`src/rtl/conv_pkg.sv`:
```
// Shared types and constants for the convolution window MAC and the layer
// accumulators. Fixed-point format is Q4.11 in a signed 16-bit word.
package conv_pkg;

  localparam int DATA_W    = 16;
  localparam int FRAC_BITS = 11;
  localparam int MAX_K     = 5;
  localparam int WIN_ELEMS = MAX_K * MAX_K;
  localparam int ACC_W     = 40;
  localparam int IDX_W     = $clog2(WIN_ELEMS);

  typedef logic signed [DATA_W-1:0] data_t;
  typedef logic signed [ACC_W-1:0]  acc_t;
  typedef data_t win_arr_t [0:WIN_ELEMS-1];

  localparam data_t SAT_MAX = {1'b0, {(DATA_W-1){1'b1}}};
  localparam data_t SAT_MIN = {1'b1, {(DATA_W-1){1'b0}}};

  typedef enum logic [1:0] {
    IDLE  = 2'd0,
    MAC   = 2'd1,
    SCALE = 2'd2
  } state_t;

endpackage

```
`src/rtl/fx_scale_sat.sv`:
```
// Scales a wide accumulator back to the data format and saturates it.
// Build option CONV_ROUND_EN: add half an LSB before the shift (round half
// up); without it the arithmetic shift floors toward negative infinity.
module fx_scale_sat
  import conv_pkg::*;
(
  input  acc_t  acc,
  output data_t result
);

  localparam acc_t HALF_LSB = acc_t'(1) <<< (FRAC_BITS - 1);
  localparam acc_t ACC_MAX  = acc_t'(SAT_MAX);
  localparam acc_t ACC_MIN  = acc_t'(SAT_MIN);

  acc_t biased;
  acc_t shifted;

  // Optional rounding bias, arithmetic shift, then clamp to the data range.
  always_comb begin
`ifdef CONV_ROUND_EN
    biased = acc + HALF_LSB;
`else
    biased = acc;
`endif
    shifted = biased >>> FRAC_BITS;
    if (shifted > ACC_MAX)
      result = SAT_MAX;
    else if (shifted < ACC_MIN)
      result = SAT_MIN;
    else
      result = shifted[DATA_W-1:0];
  end

endmodule

```
`src/rtl/conv_window_mac.sv`:
```
// Sequential dot product of one convolution window against a 3x3 or 5x5
// kernel, one product per cycle, scaled and saturated on output.
// Build option CONV_ROUND_EN selects rounding in fx_scale_sat.
//
// state | meaning
// IDLE  | waiting for in_valid, in_ready high
// MAC   | accumulating window_r[index] * filter_r[index]
// SCALE | registering the scaled result and strobing out_valid
module conv_window_mac
  import conv_pkg::*;
(
  input  logic        clk,
  input  logic        rst_n,
  input  logic        in_valid,
  output logic        in_ready,
  input  win_arr_t    window,
  input  win_arr_t    filter,
  input  logic [15:0] size,
  output data_t       value,
  output logic        out_valid,
  output logic        busy
);

  state_t             state;
  acc_t               acc;
  logic [IDX_W-1:0]   idx;
  logic [IDX_W-1:0]   last_idx;
  win_arr_t           window_r;
  win_arr_t           filter_r;
  logic signed [2*DATA_W-1:0] prod;
  data_t              scaled;

  assign prod = window_r[idx] * filter_r[idx];

  fx_scale_sat u_scale (
    .acc    (acc),
    .result (scaled)
  );

  // Operand capture on accept; no reset needed since nothing reads them in IDLE.
  always_ff @(posedge clk) begin
    if (state == IDLE && in_valid) begin
      window_r <= window;
      filter_r <= filter;
    end
  end

  // Job sequencing, accumulation and registered handshake outputs.
  always_ff @(posedge clk) begin
    if (!rst_n) begin
      state     <= IDLE;
      in_ready  <= 1'b1;
      busy      <= 1'b0;
      out_valid <= 1'b0;
      value     <= '0;
      acc       <= '0;
      idx       <= '0;
      last_idx  <= '0;
    end else begin
      out_valid <= 1'b0;
      case (state)
        IDLE: begin
          if (in_valid && in_ready) begin
            acc      <= '0;
            idx      <= '0;
            last_idx <= (size == 16'd3) ? IDX_W'(8) : IDX_W'(WIN_ELEMS - 1);
            in_ready <= 1'b0;
            busy     <= 1'b1;
            state    <= MAC;
          end
        end
        MAC: begin
          acc <= acc + acc_t'(prod);
          idx <= idx + 1'b1;
          if (idx == last_idx)
            state <= SCALE;
        end
        SCALE: begin
          value     <= scaled;
          out_valid <= 1'b1;
          in_ready  <= 1'b1;
          busy      <= 1'b0;
          state     <= IDLE;
        end
        default: begin
          in_ready <= 1'b1;
          busy     <= 1'b0;
          state    <= IDLE;
        end
      endcase
    end
  end

endmodule

```
`config.mk`:
```
export PLATFORM = sky130hd
export DESIGN_NAME = conv_window_mac
export DESIGN_NICKNAME = d
export VERILOG_FILES = /design/src/rtl/conv_pkg.sv /design/src/rtl/fx_scale_sat.sv /design/src/rtl/conv_window_mac.sv
export SDC_FILE = /design/constraint.sdc
export NUM_CORES = 2
export LEC_CHECK = 0
export CAP_MARGIN = 0
export CORE_ASPECT_RATIO = 0.7
export CORE_MARGIN = 3
export CORE_UTILIZATION = 30
export DETAILED_ROUTE_END_ITERATION = 16
export SYNTH_ARGS = -nofsm -noshare
export SYNTH_HDL_FRONTEND = slang
export SYNTH_SLANG_ARGS = --single-unit
```
`constraint.sdc`:
```
create_clock -name clk -period 65.3 [get_ports clk]
set_input_delay 9.795 -clock clk [delete_from_list [all_inputs] [get_ports clk]]
set_output_delay 9.795 -clock clk [all_outputs]
set_load 0.1 [all_outputs]
```
==> run metrics <==
Crit path buffers/inverters 6; RSZ-0062 raised after global routing no; Highest Signal Layer met5; H-tree depth 3; most frequent cell on the critical path buf_4; Final min period 13.86 ns; CP startpoint kind input port; layout cells sized above 1 between 10% and 20%; clock net sink count between 800 and 900; Post-synth top flop edfxtp_1; Post-DRT Antenna Nets 0; Tcrit/Tclk final between 20% and 30%; reg2reg path depth 25; initial antenna violation count 50; worst path required time approximately 66 ns; largest family of logic cells by synthesized area adder cells; post-CTS setup buffer count 0; met2 WL post-DR about 67,000 um; Layout fillers about 14,000; Fmax about 72 MHz; slowest stage delay, CP roughly 0.85 ns; FFs w/ async S/R, synth 0%; M1 WL approximately 59,000 um; Reg2Reg Setup Slack 54.57 ns; Skew-Pair Late Insertion Delay between 0.7 and 0.8 ns; largest net degree at the start of global routing 200; Synth area leaders edfxtp_1 53%, fa_1 15%, mux4_2 11%, inv_1 3.4%, ha_1 3.2%; Setup crit end kind flop; max-slew violation count 0; CTS root buffer clkbuf_16; Synth Area in Compound Gates around 3.2%; sequential area share after synthesis about 56%; drt wl/cell 24.4 um; count of nets after finishing 5,015; Post-synth EDFFs 800; reg2reg end acc[34]$_SDFFE_PN0P_; Fin Clk Skew between 0.07 and 0.08 ns; Worst path depth 7; Final Wtd Congestion 0.860; post_cts resized 0; share of the synthesized area in the top cell type a little over half; worst setup path class in2reg; DRC violation count after routing 0; Syn Inst Count between 2,000 and 3,000; most frequent cells in the layout 836 x clkdlybuf4s50_1, 800 x edfxtp_1, 415 x inv_1; post-DP HPWL 111,000 um; post-route core utilization 39.7%; Met3 Routed Length between 10,000 and 15,000 um; core box area approximately 150,000 um2; sequential cell area roughly 25,000 um2; setup violators final 0; GRT Util Overall about 18%; syn nets between 4,000 and 5,000; Die Area between 150,000 and 200,000 um2; Die Y-Extent 332 um; xor/xnor share of the synthesized area less than 1%; Synth Area in Simple Gates 4.83%; CTS max path bufs 3; dominant cell type by area after synthesis edfxtp_1; GR Overflow Total 0; Unique masters post-synth 65; DRT iter0 DRCs between 2,000 and 2,500; Rel. slew slack roughly 16%; Via-to-Cell Ratio 4.71; status completed; Synth Register Bits roughly 870; Synth Cell Area 45,400 um2; mux share of post-synthesis cell area between 10% and 20%; vias in the first global route 29,318; Syn. warnings 0; final hold violation count 0; Worst Hold Class reg2reg; worst-path cell chain clkdlybuf4s50_1 -> inv_1 -> nor3_4 -> buf_4 -> buf_4 -> buf_4 -> buf_4; worst-path fanout max 81; fraction of the mapped netlist area in adder cells 17.8%; Largest delay share family, worst path buffers and inverters; CP max-delay cell buf_4; Synth Area per Inst between 15 and 20 um2; drt pass-1 iters 5; Worst EP arrival 14.21 ns; CTS Buf Count 91; number of max-cap violations 0; Multi-input gate area roughly 18,000 um2; I/O pins around 840; Post-Route WL 142,000 um; # hold bufs at CTS 0; Tightest Pin Transition 1.24 ns; Layout area overhead 30.4%; Worst setup startpoint in_valid; Die Wd approximately 470 um; end of the critical path window_r[150]$_DFFE_PP_; r2r startpoint idx[1]$_SDFFE_PN0P_; buffers added on ports between 800 and 900; vias between 20,000 and 30,000; CTS tree yes; row count about 120; first-pass GRT wire length ~210,000 um; Initial Util 30.5%; commonest non-fill, non-tap cell in the layout clkdlybuf4s50_1; Clock Pin Slew Worst Setup and Hold Paths 0.06 ns; setup TNS 0 ns
==> area by class of cell <==
type / count / share of cell area, %
Inverter: 415 / 2.63
Clock inverter: 54 / 1.06
Clock buffer: 112 / 4.07
Antenna cell: 29 / 0.123
Multi-Input combinational cell: 1488 / 30.2
Sequential cell: 868 / 42.9
Timing Repair Buffer: 885 / 14.8
Tap cell: 1980 / 4.18
==> worst min-delay path by stage <==
stage                         startpoint                    end  slack [ns]  depth (start not counted)
floorplan           acc[15]$_SDFFE_PN0P_  value[4]$_SDFFE_PN0P_        0.45                          2
CTS                  acc[0]$_SDFFE_PN0P_    acc[0]$_SDFFE_PN0P_        0.49                          2
global route           busy$_SDFFE_PN0P_      busy$_SDFFE_PN0P_        0.52                          2
detailed placement   acc[0]$_SDFFE_PN0P_    acc[0]$_SDFFE_PN0P_        0.48                          2
finish               acc[0]$_SDFFE_PN0P_    acc[0]$_SDFFE_PN0P_        0.48                          2
global placement     acc[0]$_SDFFE_PN0P_    acc[0]$_SDFFE_PN0P_        0.47                          2
==> metal layers <==
metal / vias to the layer above / GRT usage [%]
met2: 1097 / 29.2
met5: - / 0
met3: 200 / 5.47
met4: 30 / 5.57
met1: 14041 / 23.9
li1: 12079 / -
==> tightest hold or removal path, stage by stage (launching register included) <==
cell	delay, ns
dfxtp_1	0.31
nand3_1	0.06
a21boi_0	0.07
==> sequential cells by signal, summed over array words and instances (netlist names) <==
register and count:
busy 1, out_valid 1, value 16, window_r 400, filter_r 400, in_ready 1, idx 5, state 2
acc 40, last_idx 2
==> kinds of logic after synthesis <==
| logic type | count (synthesis) |
|---|---|
| and+or+nand+nor | 477 |
| AOI/OAI and AO/OA | 236 |
| xor gates and xnor gates | 38 |
| muxes | 290 |
| DFF | 868 |
| adders and majority gates | 447 |
| buffers and inverters | 529 |
==> metrics by stage <==
step	setup slack, ns	cells	cell area, um2	hold WS (ns)
2_1_floorplan	23.63	2885	45400	0.448
5_1_grt	51.19	5821	59200	0.518
4_1_cts	51.43	5802	59100	0.485
3_3_place_gp	50.70	5636	56100	0.467
3_5_place_dp	50.65	5636	56100	0.477
6_report	51.44	5831	59200	0.480
==> cell usage after synthesis (9+ instances only) <==
master,number
buf_4,23
o21a_1,9
and2_1,18
ha_1,117
fa_1,330
a22oi_1,10
nand3_1,28
nand2b_1,34
xor2_1,13
nor2_1,155
inv_1,415
or2_2,9
buf_2,38
o21ai_0,94
a21o_1,17
mux4_2,222
mux2i_1,45
clkbuf_1,37
mux2_2,11
dfxtp_1,68
a21oi_1,49
nor3_1,10
xnor2_1,24
a211oi_1,12
and3_1,11
edfxtp_1,800
a21boi_0,9
nand2_1,152
nor2b_1,35
Power is not shown: default switching activity piles up to over one toggle a cycle in this logic, so the estimate is an artifact.
